**src/rtl/i2s_master_tx16_pkg.sv**
```systemverilog
// Shared constants and types for the 16-bit I2S transmit master.
package i2s_pkg;

    localparam int I2S_SLOT_BITS  = 16;
    localparam int I2S_FRAME_BITS = 32;
    localparam int TF_HIGH_FIRST  = 15;
    localparam int TF_HIGH_LAST   = 30;
    localparam int POS_BITS       = $clog2(I2S_FRAME_BITS);

    // Left sample occupies the upper half so the packed pair is the frame word.
    typedef struct packed {
        logic [I2S_SLOT_BITS-1:0] l;
        logic [I2S_SLOT_BITS-1:0] r;
    } i2s_pair_t;

    // Word select is high one bit early for the right slot and drops one bit
    // early for the next left slot.
    function automatic logic tf_for_pos(input logic [POS_BITS-1:0] pos);
        return (pos >= POS_BITS'(TF_HIGH_FIRST)) && (pos <= POS_BITS'(TF_HIGH_LAST));
    endfunction

endpackage

```
**src/rtl/i2s_master_tx16_if.sv**
```systemverilog
// Sample-pair handshake between the fabric producer and the I2S transmitter.
interface i2s_master_tx16_if;
    import i2s_pkg::*;

    logic [I2S_SLOT_BITS-1:0] in_L;
    logic [I2S_SLOT_BITS-1:0] in_R;
    logic                     in_valid;
    logic                     in_ready;

    modport master (output in_L, output in_R, output in_valid, input in_ready);
    modport slave  (input in_L, input in_R, input in_valid, output in_ready);

endinterface

```
**src/rtl/i2s_master_tx16_bck_gen.sv**
```systemverilog
// Bit-clock generator: TK toggles every BCK_DIV cycles of clk_25.
// fall_evt is high in the cycle whose closing edge drives TK from 1 to 0,
// so registers updated on fall_evt change together with TK.
module i2s_bck_gen #(
    parameter int BCK_DIV = 8
) (
    input  logic clk_25,
    input  logic rst,
    output logic tk,
    output logic fall_evt
);

    localparam int CW = $clog2(BCK_DIV);

    logic [CW-1:0] div_cnt;
    logic          tc;

    assign tc       = (div_cnt == CW'(BCK_DIV - 1));
    assign fall_evt = tc & tk;

    // Half-period divider; TK toggles and the divider wraps at terminal count.
    always_ff @(posedge clk_25) begin
        if (rst) begin
            div_cnt <= '0;
            tk      <= 1'b0;
        end else if (tc) begin
            div_cnt <= '0;
            tk      <= ~tk;
        end else begin
            div_cnt <= div_cnt + CW'(1);
        end
    end

endmodule

```
**src/rtl/i2s_master_tx16.sv**
```systemverilog
// I2S transmit master: one-entry holding register feeding a 32-bit frame
// shifter, with frame position, word select and load/underrun pulses.
module i2s_master_tx16
    import i2s_pkg::*;
#(
    parameter int BCK_DIV = 8
) (
    input  logic              clk_25,
    input  logic              rst,
    i2s_master_tx16_if.slave  smp,
    output logic              I2S_TK,
    output logic              I2S_TF,
    output logic              I2S_TD,
    output logic              frame_start,
    output logic              underrun
);

    logic                      fall_evt;
    logic [POS_BITS-1:0]       pos;
    logic [POS_BITS-1:0]       pos_nxt;
    logic [I2S_FRAME_BITS-1:0] shreg;
    logic [I2S_FRAME_BITS-1:0] load_word;
    i2s_pair_t                 hold;
    logic                      hold_full;
    logic                      accept;
    logic                      load;

    i2s_bck_gen #(.BCK_DIV(BCK_DIV)) u_bck_gen (
        .clk_25   (clk_25),
        .rst      (rst),
        .tk       (I2S_TK),
        .fall_evt (fall_evt)
    );

    assign smp.in_ready = ~hold_full;
    assign accept       = smp.in_valid & ~hold_full;
    assign pos_nxt      = pos + POS_BITS'(1);
    assign load         = fall_evt & (pos == POS_BITS'(I2S_FRAME_BITS - 1));
    // An empty holding register sends a silent frame; no bypass from the input.
    assign load_word    = hold_full ? hold : '0;

    // Holding register: filled on accept, emptied when a frame is loaded.
    always_ff @(posedge clk_25) begin
        if (rst) begin
            hold      <= '0;
            hold_full <= 1'b0;
        end else if (accept) begin
            hold      <= '{l: smp.in_L, r: smp.in_R};
            hold_full <= 1'b1;
        end else if (load) begin
            hold_full <= 1'b0;
        end
    end

    // Frame position, serial data, word select and pulses advance on TK falls.
    always_ff @(posedge clk_25) begin
        if (rst) begin
            pos         <= POS_BITS'(I2S_FRAME_BITS - 1);
            shreg       <= '0;
            I2S_TD      <= 1'b0;
            I2S_TF      <= 1'b0;
            frame_start <= 1'b0;
            underrun    <= 1'b0;
        end else begin
            frame_start <= 1'b0;
            underrun    <= 1'b0;
            if (fall_evt) begin
                pos    <= pos_nxt;
                I2S_TF <= tf_for_pos(pos_nxt);
                if (load) begin
                    frame_start <= 1'b1;
                    underrun    <= ~hold_full;
                    I2S_TD      <= load_word[I2S_FRAME_BITS-1];
                    shreg       <= {load_word[I2S_FRAME_BITS-2:0], 1'b0};
                end else begin
                    I2S_TD      <= shreg[I2S_FRAME_BITS-1];
                    shreg       <= {shreg[I2S_FRAME_BITS-2:0], 1'b0};
                end
            end
        end
    end

endmodule

```
**src/flat_wrapper.sv**
```systemverilog
// flat-port wrapper written by rule: the top's interface ports become plain ports
module i2s_master_tx16_flat import i2s_pkg::*;
#(
    parameter int BCK_DIV = 8
)
  (clk_25, rst, I2S_TK, I2S_TF, I2S_TD, frame_start, underrun, smp_in_L, smp_in_R, smp_in_valid, smp_in_ready);
  i2s_master_tx16_if smp_i ();
  input  logic clk_25;
  input  logic rst;
  output logic I2S_TK;
  output logic I2S_TF;
  output logic I2S_TD;
  output logic frame_start;
  output logic underrun;
  input wire logic [$bits(smp_i.in_L)-1:0] smp_in_L;
  input wire logic [$bits(smp_i.in_R)-1:0] smp_in_R;
  input wire logic [$bits(smp_i.in_valid)-1:0] smp_in_valid;
  output wire logic [$bits(smp_i.in_ready)-1:0] smp_in_ready;
  assign smp_i.in_L = smp_in_L;
  assign smp_i.in_R = smp_in_R;
  assign smp_i.in_valid = smp_in_valid;
  assign smp_in_ready = smp_i.in_ready;
  i2s_master_tx16 #(.BCK_DIV(BCK_DIV)) u_core (.clk_25(clk_25), .rst(rst), .smp(smp_i), .I2S_TK(I2S_TK), .I2S_TF(I2S_TF), .I2S_TD(I2S_TD), .frame_start(frame_start), .underrun(underrun));
endmodule
```
**config.mk**
```make
export PLATFORM = sky130hd
export DESIGN_NAME = i2s_master_tx16_flat
export DESIGN_NICKNAME = d
export VERILOG_FILES = /design/src/rtl/i2s_master_tx16_pkg.sv /design/src/rtl/i2s_master_tx16_if.sv /design/src/rtl/i2s_master_tx16_bck_gen.sv /design/src/rtl/i2s_master_tx16.sv /design/src/flat_wrapper.sv
export SDC_FILE = /design/constraint.sdc
export NUM_CORES = 1
export LEC_CHECK = 0
export ABC_AREA = 1
export BUFFER_PORTS_ARGS = -buffer_cell sky130_fd_sc_hd__clkbuf_2
export CORE_MARGIN = 2
export CORE_UTILIZATION = 60
export CTS_CLUSTER_SIZE = 14
export DETAILED_ROUTE_END_ITERATION = 16
export PLACE_DENSITY = 0.82
export SYNTH_ARGS = -nofsm -noshare
export SYNTH_HDL_FRONTEND = slang
export SYNTH_HIERARCHICAL = 1
export SYNTH_SLANG_ARGS = --single-unit
export TNS_END_PERCENT = 50
```
**constraint.sdc**
```tcl
create_clock -name clk_25 -period 3.2 [get_ports clk_25]
set_input_delay 0.32 -clock clk_25 [delete_from_list [all_inputs] [get_ports clk_25]]
set_output_delay 0.32 -clock clk_25 [all_outputs]
set_load 0.1 [all_outputs]
```
==> run metrics <==
number of ports placed on the die boundary=41; Fmax achieved=0.494 GHz; detail-routed net length per standard cell=12.3 um; global placement routability congestion=0.881; final worst clock skew=0.0100 ns; VDD IR-drop max=0.386 mV; share of total power consumed by net switching=0.233; area after detailed placement=0.00346 mm^2; number of CTS-inserted buffers=9; number of warning messages in the yosys log=6; clock root buffer=sky130_fd_sc_hd__clkbuf_8; combinational family with the most area after synthesis=compound AO/OA/AOI/OAI gates; overall routed net length=6510 um; synthesized netlist net count=471; global routing usage summed across all routing layers=0.236; area of the mapped netlist=0.00329 mm^2; Residual DRC=0; dominant cell type by area after synthesis=sky130_fd_sc_hd__dfxtp_1; area taken by flip-flops and latches=0.00154 mm^2; multi-input combinational cell area=0.00150 mm^2; gate family responsible for the most delay along the worst path=buffers and inverters; hold violation count in the final report=0; number of diodes added for antenna fixing=0; Hold Crit Class=in -> reg; slowest CP cell=sky130_fd_sc_hd__inv_2; starting DRC count in detailed routing=114; Core Util, Final=0.705; count of buffers from port buffering=40; initial antenna violation count=0; hold bufs inserted after CTS=0; top cell type's share of synthesized area=0.468; final worst slack=1.18 ns; most common library cell in the layout ignoring fill and taps=sky130_fd_sc_hd__nand2_1; slew at the pin closest to its max-slew limit=0.917 ns; Buffers & Inverters on Critical Path=3; reg2reg setup slack=1.18 ns; via count=2773; library cells used by synthesis=23; total congestion overflow after global routing=0; final setup violating endpoints=0; H-tree depth=3; worst-path fanout max=45; Pins Over Slew Limit=0; number of standard-cell rows in the floorplan=26; type of the worst setup path=reg -> reg; leading cell types in the layout, fill and taps excluded=sky130_fd_sc_hd__nand2_1 (79), sky130_fd_sc_hd__dfxtp_1 (77), sky130_fd_sc_hd__nor2_1 (74); number of global-route vias before repair=2686; capturing element type of the critical path=flop; half-perimeter wire length of the detailed placement result=4100 um; routed vias/inst=5.23; parity-gate share of the synthesized area counting xor and xnor cells=0; arithmetic-cell share of the synthesized area counting full adders, half adders and majority gates=0.0228; setup slack after placement=1.19 ns; largest net degree at the start of global routing=46; Die Footprint=0.00609 mm^2; total power density per cell area=520 mW/mm^2; run status=complete, no violations; clock period minus final worst setup slack=2.02 ns; vertical die dimension=78.1 um; remaining max-slew budget at the tightest pin=0.388; required time of the worst setup path=3.42 ns; CP Cell Sequence=ha_1 -> ha_1 -> nand2_1 -> inv_1 -> inv_2 -> buf_12 -> a21oi_1 -> o21ai_1 -> a21oi_1; switching power total=0.446 mW; first-pass GRT wire length=11500 um; insertion delay to the later sink of the worst-skew pair=0.35 ns; Comb pwr share=0.073; reported max-cap violation count=0; Internal Power=1.46 mW; static leakage power=1.43 nW; multiplexer area fraction after synthesis=0; Filler Cells Inserted=440; Setup TNS=0 ns; Critical Path Max Stage Delay=0.43 ns; final net count=496; number of optimization iterations in the first detailed-route pass=4; power share of the clock group=0.395; Area growth syn-to-layout=11.5%; quantity of gates resized following cts=0; top cells by area, synth=sky130_fd_sc_hd__dfxtp_1 (47%), sky130_fd_sc_hd__nand2_1 (9.0%), sky130_fd_sc_hd__nor2_1 (8.4%), sky130_fd_sc_hd__a21oi_2 (8.0%), sky130_fd_sc_hd__a21oi_1 (5.5%); share of layout cells above drive strength 1=0.217; non-filler cells in the finished layout=530; Placed Cells=514; Synth Register Bits=77; post-route standard cell area excluding fillers=0.00367 mm^2; Antenna Nets Post-Route=0; count of buffers added by post-CTS timing repair for setup=0; post-synthesis compound-gate area fraction=0.237; effective utilization at floorplan=0.632; Die Wd=78.1 um; gate count after technology mapping=430; fraction of power consumed by sequential logic=0.532; post-route clock period utilization=0.633; crit path launch type=flop; clock tree sinks=77; CTS tree=yes; share of the yosys chip area belonging to registers=0.468; average footprint of a synthesized cell=7.66 um^2; fraction of the mapped netlist area in simple logic gates=0.196; setup repair after global routing missed its margin=no; Clock Tree Buf Depth=2; core footprint=0.00520 mm^2; post-CTS clock slew at the launch and capture registers of the worst setup and hold paths=0.08 ns; crit path DAT=2.25 ns
## tightest hold or removal path, cell delays in order
cell and delay, ns:
sky130_fd_sc_hd__clkbuf_2 0.07, sky130_fd_sc_hd__o21ai_0 0.07, sky130_fd_sc_hd__nor2_1 0.08
## routing by layer
layer | vias to the layer above | global-route usage | share of wire
li1 | 1464 | - | -
met1 | 1254 | 0.270 | 0.45
met2 | 40 | 0.407 | 0.49
met3 | 15 | 0.0885 | 0.041
met4 | 0 | 0.0807 | 0.022
met5 | - | 0 | 0
## final timing paths
kind / start / endpoint / cells after the start
setup reg to reg: u_core/u_bck_gen/div_cnt[0] / u_core/I2S_TD / 9
hold / removal: smp_in_R[14] / u_core/hold[14] / 3
setup / recovery: u_core/u_bck_gen/div_cnt[0] / u_core/I2S_TD / 9
hold reg to reg: u_core/u_bck_gen/div_cnt[0] / u_core/u_bck_gen/div_cnt[0] / 1
## Yosys cell counts (all sizes together)
library cell / number
a21oi: 66
nand3: 7
nand4: 1
o211ai: 1
inv: 17
buf: 25
clkbuf: 6
nand2: 81
or2: 1
dfxtp: 77
nor2: 75
nor3: 1
o21ai: 66
ha: 6
## sequential cells by signal, indices dropped and copies added, names as in the netlist
register and count:
u_core/pos 5, u_core/I2S_TF 1, u_core/shreg 31, u_core/hold 32, u_core/I2S_TD 1, u_core/hold_full 1, u_core/frame_start 1, u_core/u_bck_gen/div_cnt 3
u_core/u_bck_gen/tk 1, u_core/underrun 1
## power by group through the flow
stage	sequential [mW]	clock [mW]	combinational (mW)
4_1_cts	1.02	0.773	0.140
5_1_grt	1.02	0.817	0.164
3_5_place_dp	1.04	0	0.140
2_1_floorplan	1.03	0	0.107
6_report	1.02	0.754	0.140
3_3_place_gp	1.04	0	0.135
## metrics by stage
| stage | hold WS, ns | power (mW) |
|---|---|---|
| after floorplan | 0.397 | 1.14 |
| after global placement | 0.404 | 1.17 |
| after detailed placement | 0.425 | 1.18 |
| after CTS | 0.208 | 1.93 |
| after global routing | 0.223 | 2.00 |
| final | 0.218 | 1.91 |
## area by class of cell
cell class | count | area share
inverters | 17 | 0.0174
clock inverters | 4 | 0.0123
clock buffers | 12 | 0.0450
well taps | 70 | 0.0239
multi-input cells | 305 | 0.410
repair buffers | 45 | 0.0716
flip-flops and latches | 77 | 0.420
## cells by family after synthesis
| group | Yosys count |
|---|---|
| AOI/OAI and AO/OA | 133 |
| adders and majority gates | 6 |
| buffers and inverters | 48 |
| DFF | 77 |
| and+or+nand+nor | 166 |
Note: power is estimated with default switching activity, not from simulation.
